==> src/rtl/bp_me_pkg.sv <==
// Shared types for the wormhole flit deserializer: FSM state enum and the flit-count helper macro.
`ifndef BP_ME_PKG_SV
`define BP_ME_PKG_SV

`define BP_ME_WH_NUM_FLITS(w, f) (((w) + (f) - 1) / (f))

package bp_me_pkg;

    typedef enum logic [1:0] {
        e_wh_idle = 2'd0,
        e_wh_body = 2'd1,
        e_wh_done = 2'd2
    } bp_me_wh_deser_state_e;

endpackage

`endif

==> src/rtl/bp_me_wh_flit_counter.sv <==
// Body-flit index counter: clear has priority over load, load over increment.
module bp_me_wh_flit_counter #(
    parameter int width_p = 4
) (
    input  logic               clk_i,
    input  logic               reset_n_i,
    input  logic               clear_i,
    input  logic               load_i,
    input  logic [width_p-1:0] load_val_i,
    input  logic               up_i,
    output logic [width_p-1:0] count_o
);

    always_ff @(posedge clk_i or negedge reset_n_i) begin
        if (!reset_n_i) begin
            count_o <= '0;
        end else if (clear_i) begin
            count_o <= '0;
        end else if (load_i) begin
            count_o <= load_val_i;
        end else if (up_i) begin
            count_o <= count_o + 1'b1;
        end
    end

endmodule

==> src/rtl/bp_me_wormhole_flit_deserializer.sv <==
// Reassembles header+body wormhole flits into one packet {payload, len, cord} presented with v/yumi.
// Build option BP_ME_WH_DESER_PIPE_EN: accept the next header in the same cycle the packet is yumi'd.
module bp_me_wormhole_flit_deserializer
    import bp_me_pkg::*;
#(
    parameter int flit_width_p        = 64,
    parameter int cord_width_p        = 7,
    parameter int len_width_p         = 4,
    parameter int max_payload_width_p = 240,
    localparam int packet_width_lp    = cord_width_p + len_width_p + max_payload_width_p,
    localparam int max_flits_lp       = `BP_ME_WH_NUM_FLITS(packet_width_lp, flit_width_p)
) (
    input  logic                       clk_i,
    input  logic                       reset_n_i,
    input  logic [flit_width_p-1:0]    link_data_i,
    input  logic                       link_v_i,
    output logic                       link_ready_and_o,
    output logic [packet_width_lp-1:0] packet_o,
    output logic                       v_o,
    input  logic                       yumi_i,
    output logic                       len_err_o,
    output bp_me_wh_deser_state_e      state_o
);

    // Handshake: a flit transfers on any rising clk_i where link_v_i & link_ready_and_o;
    // a packet leaves on any rising clk_i where v_o & yumi_i (yumi_i only while v_o).

    bp_me_wh_deser_state_e  state_r;
    logic [len_width_p-1:0] len_r;
    logic [len_width_p-1:0] hdr_len;
    logic [len_width_p-1:0] count;
    logic                   len_err_r;
    logic                   ready_state;
    logic                   accept;
    logic                   hdr_accept;
    logic                   body_accept;
    logic                   body_last;

    always_comb begin
        ready_state = 1'b0;
        unique case (state_r)
            e_wh_idle, e_wh_body: ready_state = 1'b1;
`ifdef BP_ME_WH_DESER_PIPE_EN
            e_wh_done:            ready_state = yumi_i;
`else
            e_wh_done:            ready_state = 1'b0;
`endif
            default:              ready_state = 1'b0;
        endcase
    end

    assign link_ready_and_o = ready_state & reset_n_i;
    assign accept           = link_v_i & link_ready_and_o;
    // DONE only accepts when the pipelined build lets ready follow yumi_i.
    assign hdr_accept       = accept & ((state_r == e_wh_idle) | (state_r == e_wh_done));
    assign body_accept      = accept & (state_r == e_wh_body);
    assign hdr_len          = link_data_i[cord_width_p +: len_width_p];
    assign body_last        = (count == len_r);

    assign v_o       = (state_r == e_wh_done);
    assign len_err_o = len_err_r;
    assign state_o   = state_r;

    bp_me_wh_flit_counter #(
        .width_p (len_width_p)
    ) flit_counter (
        .clk_i      (clk_i),
        .reset_n_i  (reset_n_i),
        .clear_i    (v_o & yumi_i & ~hdr_accept),
        .load_i     (hdr_accept),
        .load_val_i (len_width_p'(1)),
        .up_i       (body_accept & ~body_last),
        .count_o    (count)
    );

    always_ff @(posedge clk_i or negedge reset_n_i) begin
        if (!reset_n_i) begin
            state_r   <= e_wh_idle;
            len_r     <= '0;
            len_err_r <= 1'b0;
        end else if (hdr_accept) begin
            len_r   <= hdr_len;
            state_r <= (hdr_len == '0) ? e_wh_done : e_wh_body;
            if (int'(hdr_len) > max_flits_lp - 1) begin
                len_err_r <= 1'b1;
            end
        end else begin
            unique case (state_r)
                e_wh_body: if (body_accept && body_last) state_r <= e_wh_done;
                e_wh_done: if (yumi_i) state_r <= e_wh_idle;
                default:   state_r <= state_r;
            endcase
        end
    end

    // Slot k holds flit k; the last slot is narrowed so bits beyond the packet never exist.
    for (genvar k = 0; k < max_flits_lp; k++) begin : g_slot
        localparam int lo_lp = k * flit_width_p;
        localparam int wd_lp = (packet_width_lp - lo_lp < flit_width_p) ?
                               (packet_width_lp - lo_lp) : flit_width_p;
        logic [wd_lp-1:0] slot_r;

        always_ff @(posedge clk_i or negedge reset_n_i) begin
            if (!reset_n_i) begin
                slot_r <= '0;
            end else if (hdr_accept) begin
                slot_r <= (k == 0) ? link_data_i[wd_lp-1:0] : '0;
            end else if (body_accept && (count == len_width_p'(k))) begin
                slot_r <= link_data_i[wd_lp-1:0];
            end
        end

        assign packet_o[lo_lp +: wd_lp] = slot_r;
    end

    always @(posedge clk_i) begin
        if (reset_n_i && yumi_i) begin
            assert (v_o) else $error("yumi_i asserted without v_o");
        end
    end

endmodule

==> config.mk <==
export PLATFORM = sky130hd
export DESIGN_NAME = bp_me_wormhole_flit_deserializer
export DESIGN_NICKNAME = d
export VERILOG_FILES = /design/src/rtl/bp_me_pkg.sv /design/src/rtl/bp_me_wh_flit_counter.sv /design/src/rtl/bp_me_wormhole_flit_deserializer.sv
export SDC_FILE = /design/constraint.sdc
export NUM_CORES = 1
export LEC_CHECK = 0
export CAP_MARGIN = 20
export CORE_MARGIN = 1
export CORE_UTILIZATION = 25
export CTS_BUF_LIST = sky130_fd_sc_hd__clkbuf_8
export CTS_CLUSTER_SIZE = 30
export DETAILED_ROUTE_END_ITERATION = 8
export HOLD_SLACK_MARGIN = 0.05
export PLACE_DENSITY = 0.53
export SLEW_MARGIN = 20
export SYNTH_ARGS = -nofsm -noshare
export SYNTH_HDL_FRONTEND = slang
export SYNTH_HIERARCHICAL = 1
export SYNTH_SLANG_ARGS = --single-unit
==> constraint.sdc <==
create_clock -name clk_i -period 5.5 [get_ports clk_i]
set_input_delay 1.375 -clock clk_i [delete_from_list [all_inputs] [get_ports clk_i]]
set_output_delay 1.375 -clock clk_i [all_outputs]
set_load 0.05 [all_outputs]
# ---- Yosys cells after proc, flatten, opt, wreduce, memory -nomap -nowiden
# Cells that the tools add are included.
dict set report op_classes {
  muxes 17
  n_reduce_logical 17
  n_addsub 1
  n_lt_le_gt_ge 1
  eq_ne 8
  bitwise 10
}
# cell n
set ops {}
lappend ops {{$mux 64} 6}
lappend ops {{$mux 59} 2}
lappend ops {{$mux 4} 3}
lappend ops {{$eq 4x2->1 const B} 2}
lappend ops {{$logic_not 4->1} 2}
lappend ops {{$mux 2} 4}
lappend ops {{$reduce_bool 2->1} 4}
lappend ops {{$and 1x1->1} 7}
lappend ops {{$reduce_bool 3->1} 2}
lappend ops {{$logic_and 1x1->1} 5}
lappend ops {{$add 4x1->4 const B} 1}
lappend ops {{$eq 4x1->1 const B} 1}
lappend ops {{$eq 4x4->1} 1}
lappend ops {{$gt 4x2->1 const B} 1}
lappend ops {{$pmux 2 s2} 1}
lappend ops {{$ne 3x1->1 const B} 1}
lappend ops {{$ne 3x2->1 const B} 1}
lappend ops {{$reduce_and 3->1} 1}
lappend ops {{$eq 2x1->1 const B} 1}
lappend ops {{$eq 2x2->1 const B} 1}
lappend ops {{$logic_not 2->1} 1}
lappend ops {{$not 1->1} 2}
lappend ops {{$reduce_and 2->1} 1}
lappend ops {{$reduce_or 2->1} 1}
lappend ops {{other kinds (2)} 2}
dict set report word_totals {
  inputBits 68
  output_inout_bits 256
  word_cells 62
  regBits 262
}

# ---- Logic depth before layout (Yosys ltp)
# Gate-level depths: netlist of the first run.
dict set report depth {
  ltp_word 10
  mapped_depth 7
  mapped_depth_nobuf 6
}

# ---- Modules after synthesis
# The synthesis of the first run kept the hierarchy.
# mod area_per_inst_um2 n_inst cells_each seq_area_each_um2
set modules_own_cells {}
lappend modules_own_cells {bp_me_wormhole_flit_deserializer 10799.1 1 1031 6456.2}
lappend modules_own_cells {bp_me_wh_flit_counter 225.2 1 22 100.1}

# ---- Least setup slack after synthesis of the first run
# OpenSTA, ideal clock, no wires.
dict set report synth_path {
  path_kind {input to output}
  from {input reset_n_i}
  to {output link_ready_and_o}
  path_slack_ps 2043
  required_ps 4125
  cell_stages 1
  arrival_time_ps 2082
  n_path_buf 0
  path_cell_list {nor2b_1}
}
dict set report synth_via {
  elab_chain_cells 1
}
# element line
set synth_lines {}
lappend synth_lines {{start, declared} bp_me_wormhole_flit_deserializer.sv:14} ;# input logic reset_n_i,
lappend synth_lines {{$and 1x1->1} bp_me_wormhole_flit_deserializer.sv:52} ;# assign link_ready_and_o = ready_state & reset_n_i;
lappend synth_lines {{end, declared} bp_me_wormhole_flit_deserializer.sv:17} ;# output logic link_ready_and_o,
# Every way passes these cells.

# ---- Worst setup path in the final report of the first run
# Same ends and word-level chain as after synthesis.

==> metrics.cfg, run 1 <==
[run_status]
status=complete, no violations

[power]
p_per_area_nw_per_um2=765
power.total_w=0.0121
max-vdd-ir-drop_uv=318
p_leak_nw=6.33

[timing]
drv_slew=0
tightest_slew_ps=1040
setup_violations=0
skew_ps=16.6
tns_ps=0
max_slew_margin_pct=30.6
rsz0062_at_grt=no
fin_crit_ps=4110
worst_hold_slack_ps=470
fmax_mhz=243
hold_viol_final=0
period_share_pct=74.8

[finish]
syn2layout_area_growth_pct=43.3
seqCellArea_um2=6560
final_nets=1405
fillers=4342
final_area_um2=15800
final_common_cell=clkdlybuf4s50_1
drive_gt1_share_pct=9.10
finish.utilization_pct=36.5
multiInputGateArea_um2=4010
final_cell_mix=clkdlybuf4s50_1 (322), dfrtp_1 (262), a21oi_1 (191)

[global_routing]
grt_pass1_vias=9524
grt_max_degree=122
track_usage_pct=17.6
antenna_found_initial=1
grt_overflow=0
grt_pass1_wl_um=60500

[floorplanning]
start_util_pct=25.5
row_count=76
core_um2=43300
die_area_um2=44900
die_y_um=212
ios=324
die_w_um=212

[setup_path]
critical_path_depth=3
path_delay_family=buffers and inverters
crit_path_end_kind=primary output
rr_startpoint=flit_counter/count_o[0]
cp_data_arrival_time_ps=2740
critical_path_class=in2out
cp.buffers_inverters=2
reg2reg_depth=4
critPathCapture=link_ready_and_o
crit_path_cell_trace=buf_8 > nor2b_1 > clkdlybuf4s50_1
slowest_stage=clkdlybuf4s50_1
reg2reg_setup_slack_ps=2920
r2r_end=g_slot[1].slot_r[40]
crit_fanout=69
cpPeakStageDelay_ps=800
cp.required_ps=4120
start_kind=input port
cp-startpoint=reset_n_i

[cts]
cts_root_buf=clkbuf_8
h-tree-depth=2
cts_inserted_buffers=50
path_clk_slew_ps=50
clock_sink_count=262
clk_latency_ps=600
cts_resized=0
post-cts-setup-buffers=0
cts_tree=yes
cts_hold_buffers=0
clock_path_buffers=3

[flow_run]
maxCapViolCount=0

[synthesis]
seq_area_frac_synth_pct=59.5
syn_avg_cell_area_um2=10.5
syn_inst=1053
ys_warn_count=6
ys_top_cells_by_area=dfrtp_1 (59%), a21oi_1 (8.7%), nand3_1 (8.5%)
synth_top_cell_area_share_pct=59.5
ys_ff_latch=262
yosysTopAreaCell=dfrtp_1
synth_cell_types=40
syn_area_um2=11000

[route]
first_pass_iters=5
route.vias.total=9518
routed_wl_um=39900
drtAntennaViolNets=0
drc_errors=0
drtIter0Drc=657
viasPerCell=4.86
wire_per_inst_um=20.4

[placement]
dp_hpwl_um=23700
port_buffers=323
place_congestion=0.752
place_area_um2=14700

[worst_hold_path]
min_path_type=reg2reg

-- per-layer routing --
layer  share of wire (%)  global-route usage (%)  vias up
met1                  45                    23.7     4844
met4                 2.0                    5.07        0
met3                 6.5                    4.92       55
li1                    -                       -     4346
met5                   0                       0        -
met2                  47                    27.4      273
-- synth_stat cells, drive strengths merged --
library cell and instances:
a211o 1, a21o 1, a21oi 192, and2 1, and3 1, and3b 2
and4bb 1, buf 51, clkbuf 62, conb 2, dfrtp 262, ha 1
inv 2, mux2 69, mux2i 2, nand2 1, nand2b 1, nand3 187
nand3b 1, nand4 2, nand4bb 1, nor2 2, nor2b 3, nor4 1
nor4b 2, nor4bb 1, o21a 2, o21ai 188, o31a 1, or4 1
or4b 2, xnor2 6, xor2 1
-- worst reg2reg max path, stage by stage (launching register included) --
cell and delay [ps]:
dfrtp_1 620, or4b_2 1020, buf_4 440, o21ai_0 230, a21oi_1 100
-- through the flow --
step | setup WS, ps | std cells
3_3_place_gp | 1320 | 1868
4_1_cts | 1320 | 1957
3_5_place_dp | 1320 | 1868
5_1_grt | 1260 | 1958
2_1_floorplan | 2040 | 1055
6_report | 1390 | 1959
-- sequential cells by signal, indices dropped and copies added, names as in the netlist --
register and flops:
flit_counter/count_o 4, g_slot.slot_r 251, len_err_o 1, len_r 4, state_o 2
-- worst min path at each step --
| stage | start | endpoint | slack (ps) | depth (start not counted) |
|---|---|---|---|---|
| final | len_err_o | len_err_o | 470 | 1 |
| after global routing | g_slot[0].slot_r[36] | g_slot[0].slot_r[36] | 490 | 1 |
| after CTS | len_err_o | len_err_o | 470 | 1 |
| after detailed placement | len_err_o | len_err_o | 450 | 1 |
| after global placement | len_err_o | len_err_o | 460 | 1 |
| after floorplan | len_r[3] | len_r[3] | 500 | 1 |
-- final cells by class --
class / instances / share of cell area (%)
Sequential cell: 262 / 41.5
Inverter: 2 / 0.0475
Clock inverter: 19 / 0.666
Clock buffer: 70 / 6.10
Tap cell: 585 / 4.63
Timing Repair Buffer: 342 / 21.6
Antenna cell: 1 / 0.0158
Multi-Input combinational cell: 678 / 25.4
-- report_power, final --
group | leakage [nW] | internal [W] | switching (W)
Clock | 0.604 | 0.00117 | 0.000864
Combinational | 2.28 | 0.00211 | 0.00461
Sequential | 3.45 | 0.00282 | 0.000519
-- kinds of logic after synthesis --
kind of cell | after synthesis | synth area share (%)
compound gates | 385 | 17.7
flops | 262 | 59.5
simple gates | 210 | 10.1
buf+inv | 115 | 4.74
mux | 71 | 7.23
xor+xnor | 7 | 0.556
other cells | 2 | 0.0681
fa+ha+maj | 1 | 0.113
No activity file was read; power rests on OpenSTA's default activity.
==> run 2: changes to the inputs <==
==> constraint.sdc (replaced) <==
create_clock -name clk_i -period 4.2 [get_ports clk_i]
set_input_delay 1.05 -clock clk_i [delete_from_list [all_inputs] [get_ports clk_i]]
set_output_delay 1.05 -clock clk_i [all_outputs]
set_load 0.05 [all_outputs]
==> run 2 against run 1 <==
  * Critical path depth unchanged
  * Power up 30%
  * Cell count down 0.15%
  * Largest power group unchanged
  * Worst setup slack worse by 510 ps
  * Flip-flop and latch count unchanged
  * Global-route usage down 0.62 points
==> metrics.cfg, run 2 (synthesized netlist as in run 1, its figures left out) <==
[power]
switchingPower_w=0.00779
intPower_w=0.00789
max-vdd-ir-drop_uv=476
switching_share_pct=49.7
p_per_area_nw_per_um2=995
p_leak_nw=6.32
seqPwrFrac_pct=27.8
clkPwrFrac_pct=16.1
combPwrFrac_pct=56.1

[route]
wire_per_inst_um=19.7
drtIter0Drc=648
route.vias.total=9577
drtAntennaViolNets=0
viasPerCell=4.90
routed_wl_um=38600
first_pass_iters=5
drc_errors=0

[finish]
reg_top3=g_slot.slot_r (251), flit_counter/count_o (4), len_r (4)
finish.utilization_pct=36.4
final_common_cell=clkdlybuf4s50_1
largest_reg_flops=251
fillers=4370
final_cell_mix=clkdlybuf4s50_1 (322), dfrtp_1 (262), a21oi_1 (191)
syn2layout_area_growth_pct=42.9
drive_gt1_share_pct=8.62
regMostFlops=g_slot.slot_r
final_nets=1404

[timing]
rsz0062_at_grt=no
tns_ps=0
fmax_mhz=301
max_slew_margin_pct=35.8
fin_crit_ps=3320
skew_ps=28.5
drv_slew=0
hold_viol_final=0
period_share_pct=79.2
tightest_slew_ps=962
setup_violations=0

[floorplanning]
die_area_um2=44900
row_count=76
start_util_pct=25.5
ios=324
die_y_um=212
die_w_um=212
core_um2=43300

[placement]
dp_hpwl_um=23700
place_congestion=0.766
port_buffers=323

[global_routing]
globalRoute.busiestLayer=met2
grt_max_degree=157
globalRouteMet2Util_pct=25.4
track_usage_pct=17.0
grt_pass1_vias=9423
grt_use_met1_pct=23.0
grt_util_met3_pct=4.40
grt_pass1_wl_um=58900
antenna_found_initial=2
grt_overflow=0

[cts]
cts_tree=yes
cts_resized=0
cts_inserted_buffers=49
h-tree-depth=2
clock_sink_count=262
post-cts-setup-buffers=0
clk_latency_ps=610
path_clk_slew_ps=50
cts_root_buf=clkbuf_8
clock_path_buffers=3
cts_hold_buffers=0

[setup_path]
path_delay_family=buffers and inverters
crit_path_end_kind=primary output
cp.required_ps=3150
critical_path_class=in2out
cp.buffers_inverters=2
crit_path_cell_trace=buf_8 > nor2b_1 > clkdlybuf4s50_1
slowest_stage=clkdlybuf4s50_1
start_kind=input port
rr_startpoint=flit_counter/count_o[0]
cp-startpoint=reset_n_i
cp_data_arrival_time_ps=2270
crit_fanout=36
cpPeakStageDelay_ps=800

[flow_run]
maxCapViolCount=0

[run_status]
status=complete, no violations

[worst_hold_path]
min_path_type=in2async

-- run 2: cell types whose count changed in the layout (fill, tap and decap cells not counted), sizes merged --
cell | before | now
bufinv | 1 | 2
inv | 16 | 19
clkbuf | 70 | 61
clkinv | 3 | 4
diode | 1 | 2
-- run 2: final cells by class --
type / count / area [um2] / share of cell area, %
antenna: 2 / 5.00 / 0.0318
sequential: 262 / 6560 / 41.6
clock inverter: 24 / 151 / 0.961
tap: 585 / 732 / 4.64
inverter: 2 / 7.51 / 0.0476
clock buffer: 61 / 840 / 5.33
timing repair buffer: 342 / 3460 / 22.0
multi-input combinational: 678 / 4010 / 25.4
-- run 2: worst paths after layout --
check | to | slack, ps | depth (start not counted)
min in group clk_i | len_err_o | 470 | 1
hold reg to reg | len_err_o | 470 | 1
setup / recovery | link_ready_and_o | 880 | 3
max in group asynchronous | g_slot[2].slot_r[28] | 2650 | 2
hold / removal | flit_counter/count_o[1] | 330 | 1
setup reg to reg | g_slot[1].slot_r[36] | 1680 | 4
-- run 2: routing by layer --
layer  wire length, um  up-vias
met4              1160        0
met2             17800      337
met1             16900     4819
met5                 0        -
met3              2780       72
li1                  -     4349
-- run 2: stage by stage --
stage	power (W)	cell area [um2]	instances	setup WS (ps)	hold WS (ps)
after global placement	0.0132	14700	1868	802	460
after CTS	0.0158	15700	1953	834	260
final	0.0157	15800	1956	875	329
after detailed placement	0.0132	14700	1868	835	456
after global routing	0.0164	15800	1955	783	292
after floorplan	0.00996	11000	1055	1390	502
-- run 2: power groups by stage --
stage	registers (W)	logic (W)	clock network, W
2_1_floorplan	0.00827	0.00169	0
3_3_place_gp	0.00435	0.00881	0
3_5_place_dp	0.00439	0.00884	0
4_1_cts	0.00437	0.00886	0.00261
5_1_grt	0.00452	0.00919	0.00272
6_report	0.00435	0.00880	0.00252
==> run 3: changes to the inputs <==
--- a/config.mk
+++ b/config.mk
@@ -12,7 +12,7 @@
 export CTS_CLUSTER_SIZE = 30
 export DETAILED_ROUTE_END_ITERATION = 8
 export HOLD_SLACK_MARGIN = 0.05
-export PLACE_DENSITY = 0.53
+export PLACE_DENSITY = 0.54
 export SLEW_MARGIN = 20
 export SYNTH_ARGS = -nofsm -noshare
 export SYNTH_HDL_FRONTEND = slang
==> constraint.sdc (replaced) <==
create_clock -name clk_i -period 3 [get_ports clk_i]
set_input_delay 0.75 -clock clk_i [delete_from_list [all_inputs] [get_ports clk_i]]
set_output_delay 0.75 -clock clk_i [all_outputs]
set_load 0.05 [all_outputs]
==> run 3 against run 2 <==
  * Combinational power grew 41%
  * Global-route usage grew 0.22 points
  * Critical path depth fell by 1
  * Utilization hardly changed
  * Register-to-register slack got worse by 840 ps
  * Flip-flop and latch count unchanged
  * Non-clock buffer count is 5 higher
  * Clock skew up 7.0 ps
  * First-iteration DRC count is 7.4% higher
  * Highest routed layer unchanged
==> metrics.cfg, run 3 (synthesized netlist as in run 1, its figures left out) <==
[timing]
hold_viol_final=0
fin_crit_ps=2750
rsz0062_at_grt=no
drv_slew=0
max_slew_margin_pct=33.9
fmax_mhz=364
period_share_pct=91.7
layout_setup_ws_ps=250
skew_ps=35.5
tns_ps=0
setup_violations=0
tightest_slew_ps=991

[floorplanning]
die_w_um=212
row_count=76
core_um2=43300
ios=324
die_y_um=212
die_area_um2=44900
start_util_pct=25.5

[global_routing]
grt_use_met1_pct=22.9
grt_util_met3_pct=4.58
grt_pass1_vias=9542
globalRouteMet2Util_pct=26.2
grt_pass1_wl_um=59700
globalRoute.busiestLayer=met2
grt_overflow=0
track_usage_pct=17.2
grt_max_degree=159
antenna_found_initial=1

[cts]
cts_resized=0
path_clk_slew_ps=60
clock_sink_count=262
h-tree-depth=2
clock_path_buffers=3
clk_latency_ps=620
cts_inserted_buffers=48
cts_tree=yes
cts_root_buf=clkbuf_8

[route]
viasPerCell=4.91
drtAntennaViolNets=0
drc_errors=0
drtIter0Drc=696
wire_per_inst_um=20.1
route.vias.total=9594
first_pass_iters=5
routed_wl_um=39200

[setup_path]
start_kind=register
cp.required_ps=2250
crit_path_end_kind=primary output
crit_fanout=7
critical_path_class=reg2out
cp_data_arrival_time_ps=2000

[finish]
regMostFlops=g_slot.slot_r
final_cell_mix=clkdlybuf4s50_1 (321), dfrtp_1 (262), a21oi_1 (191)
fillers=4354
largest_reg_flops=251
final_common_cell=clkdlybuf4s50_1
syn2layout_area_growth_pct=42.8
finish.utilization_pct=36.4
final_nets=1408
drive_gt1_share_pct=8.42
reg_top3=g_slot.slot_r (251), flit_counter/count_o (4), len_r (4)

[worst_hold_path]
min_path_type=reg2reg

[placement]
place_congestion=0.773
dp_hpwl_um=23600
preCtsSetupSlack_ps=359
port_buffers=323

[run_status]
status=complete, no violations

[power]
max-vdd-ir-drop_uv=598
p_leak_nw=6.29
p_per_area_nw_per_um2=1380

[flow_run]
maxCapViolCount=0

## run 3: layer usage
| metal | part of all wire, % | vias up |
|---|---|---|
| li1 | - | 4342 |
| met1 | 43 | 4827 |
| met2 | 47 | 370 |
| met3 | 7.7 | 55 |
| met4 | 2.6 | 0 |
| met5 | 0 | - |
## run 3: final cells by class
type                       count  area [um2]  share of cell area [%]
antenna                        1        2.50                  0.0159
multi-input combinational    678        4010                    25.5
tap                          585         732                    4.65
sequential                   262        6560                    41.7
inverter                       2        7.51                  0.0477
clock inverter                22         119                   0.755
clock buffer                  55         757                    4.81
timing repair buffer         347        3560                    22.6
## run 3: critical path, stage by stage, from the launching register on
cell	delay [ps]
dfrtp_1	440
nor2b_1	130
clkdlybuf4s50_1	840
## run 3: per-stage QoR
stage          instances  hold WS (ps)  cell area (um2)  power [W]
6_report            1952           477            15700     0.0218
4_1_cts             1951           485            15700     0.0220
3_5_place_dp        1873           461            14800     0.0186
5_1_grt             1952           499            15700     0.0228
3_3_place_gp        1873           473            14800     0.0185
2_1_floorplan       1055           454            11000     0.0139
## run 3: worst paths after layout
check	startpoint	cells past startpoint	slack (ps)	end
setup / recovery	state_o[0]	2	250	v_o
hold / removal	len_err_o	1	480	len_err_o
setup reg to reg	flit_counter/count_o[2]	4	840	g_slot[3].slot_r[58]
hold reg to reg	len_err_o	1	480	len_err_o
max in group asynchronous	reset_n_i	4	870	g_slot[0].slot_r[28]
min in group asynchronous	reset_n_i	2	560	g_slot[3].slot_r[4]
## run 3: report_power, final
part | internal [W] | total [W] | switching [W] | leakage, nW
combinational | 0.00393 | 0.0124 | 0.00847 | 2.34
clock | 0.00173 | 0.00326 | 0.00153 | 0.508
sequential | 0.00516 | 0.00609 | 0.000929 | 3.45
## run 3: repair_timing
| item | CTS | global route |
|---|---|---|
| setup buffers | 0 | 0 |
| endpoints found under the hold margin | 9 | 0 |
| hold buffers | 1 | 0 |
